### src/rtl/demog_pkg.sv
// Shared types and constants for the demog1 exhaustive sweep checker.
// Contents: FSM state enum, vector width/count, default truth table (3-input NAND),
// settle counter width.
package demog_pkg;

    localparam int unsigned VEC_W    = 3;
    localparam int unsigned NUM_VEC  = 8;
    localparam int unsigned SETTLE_W = 4;

    localparam logic [NUM_VEC-1:0] DEFAULT_TT = 8'h7F;

    typedef enum logic [1:0] {
        IDLE   = 2'd0,
        SETTLE = 2'd1,
        SAMPLE = 2'd2,
        DONE   = 2'd3
    } state_e;

endpackage

### src/rtl/demog_settle_timer.sv
// Loadable down-counter that times how long each vector settles before sampling.
// Ports:
//   clk, rst_n   clock, asynchronous active-low reset
//   i_load       load i_load_val (has priority over i_en)
//   i_en         decrement while non-zero
//   i_load_val   reload value
//   o_zero_c     combinational flag: count is zero
module demog_settle_timer
    import demog_pkg::*;
#(
    parameter int unsigned W = SETTLE_W
) (
    input  logic         clk,
    input  logic         rst_n,
    input  logic         i_load,
    input  logic         i_en,
    input  logic [W-1:0] i_load_val,
    output logic         o_zero_c
);

    logic [W-1:0] r_cnt;

    // Down-counter; holds at zero until reloaded
    always_ff @(posedge clk or negedge rst_n) begin
        if (!rst_n) begin
            r_cnt <= '0;
        end else if (i_load) begin
            r_cnt <= i_load_val;
        end else if (i_en && (r_cnt != '0)) begin
            r_cnt <= r_cnt - W'(1);
        end
    end

    assign o_zero_c = (r_cnt == '0);

endmodule

### config.mk
export PLATFORM = sky130hd
export DESIGN_NAME = demog_settle_timer
export DESIGN_NICKNAME = d
export VERILOG_FILES = /design/src/rtl/demog_pkg.sv /design/src/rtl/demog_settle_timer.sv
export SDC_FILE = /design/constraint.sdc
export NUM_CORES = 1
export LEC_CHECK = 0
export CORE_AREA = 10 10 47 49
export CTS_CLUSTER_SIZE = 28
export DETAILED_ROUTE_END_ITERATION = 8
export DIE_AREA = 0 0 57 59
export REMOVE_ABC_BUFFERS = 1
export SETUP_SLACK_MARGIN = 0.1
export SLEW_MARGIN = 20
export SYNTH_ARGS = -nofsm -noshare
export SYNTH_HDL_FRONTEND = slang
export SYNTH_SLANG_ARGS = --single-unit
### constraint.sdc
create_clock -name clk -period 1.6 [get_ports clk]
set_input_delay 0.32 -clock clk [delete_from_list [all_inputs] [get_ports clk]]
set_output_delay 0.32 -clock clk [all_outputs]
set_load 0.01 [all_outputs]
---- Yosys cells after proc, flatten, opt, wreduce, memory -nomap -nowiden ----
Cells that the tools add are included.
W data, S select, Z words.
word-level totals
  input port bits ......................... 8
  output and inout port bits .............. 1
  bits in writable memories ............... 0
  logic and storage cells ................. 8
  memory bits (read-only) ................. 0
  latch bits .............................. 0
  register bits ........................... 4
  memories kept ........................... 0
operators by class
  magnitude comparators ................... 0
  shifts and indexed selects .............. 0
  equality and inequality tests ........... 0
  divide/modulo/power cells ............... 0
  reductions and logical operators ........ 4
  muxes and demuxes ....................... 2
  add/subtract/negate cells ............... 1
  bitwise logic cells ..................... 0
  multiply operators ...................... 0
operators by type and width
  cell                   number
  $mux W4                2
  $logic_not A4 Y1       1
  $reduce_bool A4 Y1     1
  $sub A4 B1 Y4 const B  1
  $reduce_bool A2 Y1     1
  $logic_and A1 B1 Y1    1

---- Depth between registers and ports, before layout ----
  word-level depth ........................ 4
  mapped depth ............................ 5
  depth with buffers taken out ............ 5

---- Worst setup path after synthesis ----
OpenSTA, ideal clock, no wires.
  path type ............................... flip-flop to flip-flop
  start ................................... register r_cnt[0]
  end ..................................... register r_cnt[1]
  stages on the path, launching flop included .. 6
  data arrival time ....................... 1.314 ns
  buffers on the path ..................... 0
  setup time .............................. 0.080 ns
  data required time ...................... 1.520 ns
  clock period less this slack ............ 1.394 ns
  setup slack ............................. 0.206 ns
  path through ............................ dfrtp_1 inv_1 ha_1 nor3b_2 or4_1 o211ai_2
between the ends
  longest elaborated chain between the ends .. 3
  elaborated cells on any way between the ends .. 6
RTL lines
  item                                                        line                                                source
  from (decl)                                                 demog_settle_timer.sv:21                            logic [W-1:0] r_cnt;
  from (signal assigned)                                      demog_settle_timer.sv:28                            r_cnt <= i_load_val;
  from (signal assigned)                                      demog_settle_timer.sv:30                            r_cnt <= r_cnt - W'(1);
  $sub A4 B1 Y4 / $reduce_bool A4 Y1 (equally long branches)  demog_settle_timer.sv:30, demog_settle_timer.sv:29
  $mux W4 / $logic_and A1 B1 Y1 (equally long branches)       demog_settle_timer.sv:29                            end else if (i_en && (r_cnt != '0)) begin
  $mux W4 / $reduce_bool A2 Y1 (equally long branches)        n/a
Parallel ways exist; a longest one is shown, timed or not. The select of a mux whose other input is x is not followed.
A chain may end at the register's enable or synchronous reset.

---- Worst setup path in the final report ----
  start ................................... register r_cnt[1]
  end ..................................... output o_zero_c
between the ends
  longest elaborated chain between the ends .. 1
RTL lines
  item              line                      source
  $logic_not A4 Y1  demog_settle_timer.sv:34  assign o_zero_c = (r_cnt == '0);
  to (decl)         demog_settle_timer.sv:18  output logic o_zero_c
Every way passes these cells.

==> impl_results.md <==
- Die height: 59 µm
- FF+latch count, synth: 4
- GR Util All Layers: 0.0446
- Top cells by area, synth: dfrtp_1, nor4b_2, ha_1
- Post-synthesis xor/xnor area fraction: 0
- CTS tree: done
- Tcrit/Tclk final: 0.940
- Final setup viols: 0
- Synth top cells by count: dfrtp_1, inv_1, nand2_1
- Status: completed
- Hold Crit Class: input pin to async pin
- Max Fanout on Critical Path: 2
- Worst VDD drop: 0.354 mV
- MaxCap Viol Count: 0
- Fraction of layout cells with a size suffix above 1: 0.341
- Via density: 4.22
- Leak: 0.196 nW
- Port Buffers: 8
- Fin. Hold Viols: 0
- Clock Pin Slew Worst Setup and Hold Paths: 0.04 ns
- Final min period: 1.50 ns
- Initial antenna violation count: 0
- Reg with most FFs: r_cnt
- Gr ovfl total: 0
- Post-Syn Instances: 27
- Synthesis-to-layout area growth: 62.0%
- Cell taking the most area after synthesis: dfrtp_1
- Core ar.: 1400 µm²
- Synth Area in Compound Gates: 0.199
- Final wirelength: 666 µm
- Worst slew pin tran: 0.276 ns
- Largest net degree at the start of global routing: 6
- Max reg flops: 4
- Clk_lat worst skew: 0.23 ns
- DRT antenna net count: 0
- CP Capture Type: output port
- Synth Area in Adders: 0.0463
- Finished Layout Cells: 60
- Skew final: 0.00262 ns
- Mux share of post-synthesis cell area: 0
- Mapped Avg Cell Area: 10.0 µm²
- Vias: 253
- Largest family of logic cells by synthesized area: simple AND/OR/NAND/NOR gates
- DRC Markers: 0
- Global placement routability congestion: 0.710
- Initial Utilization: 0.193
- DP Worst Slack: -0.0752 ns
- RSZ-0062 raised after global routing: yes
- Top-area cell type share of the netlist area: 0.370
- Post-Syn Area: 270 µm²
- PwrDens: 811 nW/µm²
- Vias in the first global route: 299
- Number of DRC markers in iteration 0: 0
- DP Cell Count: 57
- Wire per inst: 11.1 µm
- CTS sink count: 4
- Worst slew margin: 0.816
- Setup tns final: 0 ns
- Largest regs: r_cnt x4
- Area of the die: 3360 µm²
- Synth cell types: 18
- Worst Setup Slack, final: 0.0960 ns
- Post-synthesis simple-gate area fraction: 0.301
- Drt pass-1 iters: 1
- CTS Hold Bufs: 0
- DPL Wire Length: 588 µm
- I/O Pins: 9
- Std cell rows: 14
- Worst EP arrival: 1.18 ns
- Startpoint types: flip-flop
- Most common cell in the netlist: dfrtp_1
- Critical path class: flip-flop to output port
- Predominant post-synthesis flop cell: dfrtp_1
- H-tree lvl count: 1
- Syn. warnings: 0
- Ant. Diodes: 0
- Max frequency: 665 MHz
- Slew Limit Fails: 0
- First-pass GRT wire length: 1150 µm
- CTS buffer count: 3
- Die width: 57 µm
- Nets: 55
- Critical Path RT: 1.28 ns
- Seq/Total Area, Yosys: 0.370
- Ys async rst share: 1.00
- Max Root-Sink Buffers: 2
- Post-synth EDFFs: 0
- Clock root cell: clkbuf_4
cells in the final DEF (no fill, tap or decap):
master | synthesis | layout
clkdlybuf4s50_1 | 0 | 7
buf_4 | 0 | 7
dfrtp_1 | 4 | 4
inv_1 | 3 | 3
nand2_1 | 3 | 3
clkbuf_4 | 0 | 3
nor3_1 | 2 | 2
o21ai_0 | 2 | 2
nor3b_4 | 0 | 1
nor4b_2 | 1 | 1
nor3b_1 | 1 | 1
a221o_1 | 1 | 1
and4b_1 | 1 | 1
a21oi_1 | 1 | 1
or4_1 | 1 | 1
o211ai_2 | 1 | 1
o21a_1 | 1 | 1
or2b_1 | 1 | 1
o31a_1 | 1 | 1
ha_2 | 0 | 1
buf_2 | 0 | 1
path summary, 6_finish.rpt:
kind | endpoint | startpoint | depth (start not counted) | slack [ns]
setup / recovery | o_zero_c | r_cnt[1] | 4 | 0.1
hold / removal | r_cnt[3] | rst_n | 1 | 0.30
setup reg to reg | r_cnt[1] | r_cnt[1] | 6 | 0.18
hold reg to reg | r_cnt[1] | r_cnt[1] | 3 | 0.71
max in group asynchronous | r_cnt[1] | rst_n | 1 | 1.13
min in group clk | r_cnt[2] | i_load_val[2] | 3 | 0.66
worst max-delay path, stage by stage (launching register included):
cell and delay, ns:
dfrtp_1 0.36, inv_1 0.06, ha_2 0.17, nor3b_4 0.20
buf_2 0.16
through the flow:
| stage | area (µm²) | hold WS [ns] | power, W | util |
|---|---|---|---|---|
| 2_1_floorplan | 259 | 0.0244 | 0.000170 | - |
| 3_3_place_gp | 412 | 0.534 | 0.000231 | 0.294 |
| 3_5_place_dp | 412 | 0.539 | 0.000234 | 0.294 |
| 4_1_cts | 438 | 0.290 | 0.000366 | 0.313 |
| 5_1_grt | 438 | 0.313 | 0.000380 | 0.313 |
| 6_report | 438 | 0.297 | 0.000355 | 0.313 |
area by class of cell:
type                            count  area (µm²)
Inverter                            3        11.3
Clock buffer                        3        22.5
Multi-Input combinational cell     19         156
Timing Repair Buffer               15         128
Sequential cell                     4         100
Fill cell                         165         963
Tap cell                           16        20.0
layer usage:
| layer | wire [µm] | vias to the layer above | GRT usage |
|---|---|---|---|
| met1 | 270 | 115 | 0.0381 |
| li1 | - | 135 | - |
| met5 | 0 | - | 0 |
| met2 | 374 | 3 | 0.0822 |
| met3 | 21 | 0 | 0.0129 |
| met4 | 0 | 0 | 0.0403 |
logic make-up after synthesis:
| group | after synthesis |
|---|---|
| buf+inv | 4 |
| simple gates | 11 |
| fa+ha+maj | 1 |
| compound gates | 7 |
| flops | 4 |
power breakdown:
| part | leakage [nW] | internal, W | switching (W) | total [W] |
|---|---|---|---|---|
| clock network | 0.0138 | 0.0000835 | 0.0000367 | 0.000120 |
| logic | 0.134 | 0.0000673 | 0.0000429 | 0.000110 |
| registers | 0.0480 | 0.000114 | 0.0000103 | 0.000125 |
| total | 0.196 | 0.000265 | 0.0000899 | 0.000355 |
timing repair:
action | CTS | global route
pin swaps | 1 | 0
buffers inserted | 0 | 0
gates resized for setup | 6 | 0
hold endpoints to repair | 0 | 0
cloned | 0 | 0
endpoints found under the setup margin | 1 | 1
Power figures use the tool's default switching activity.
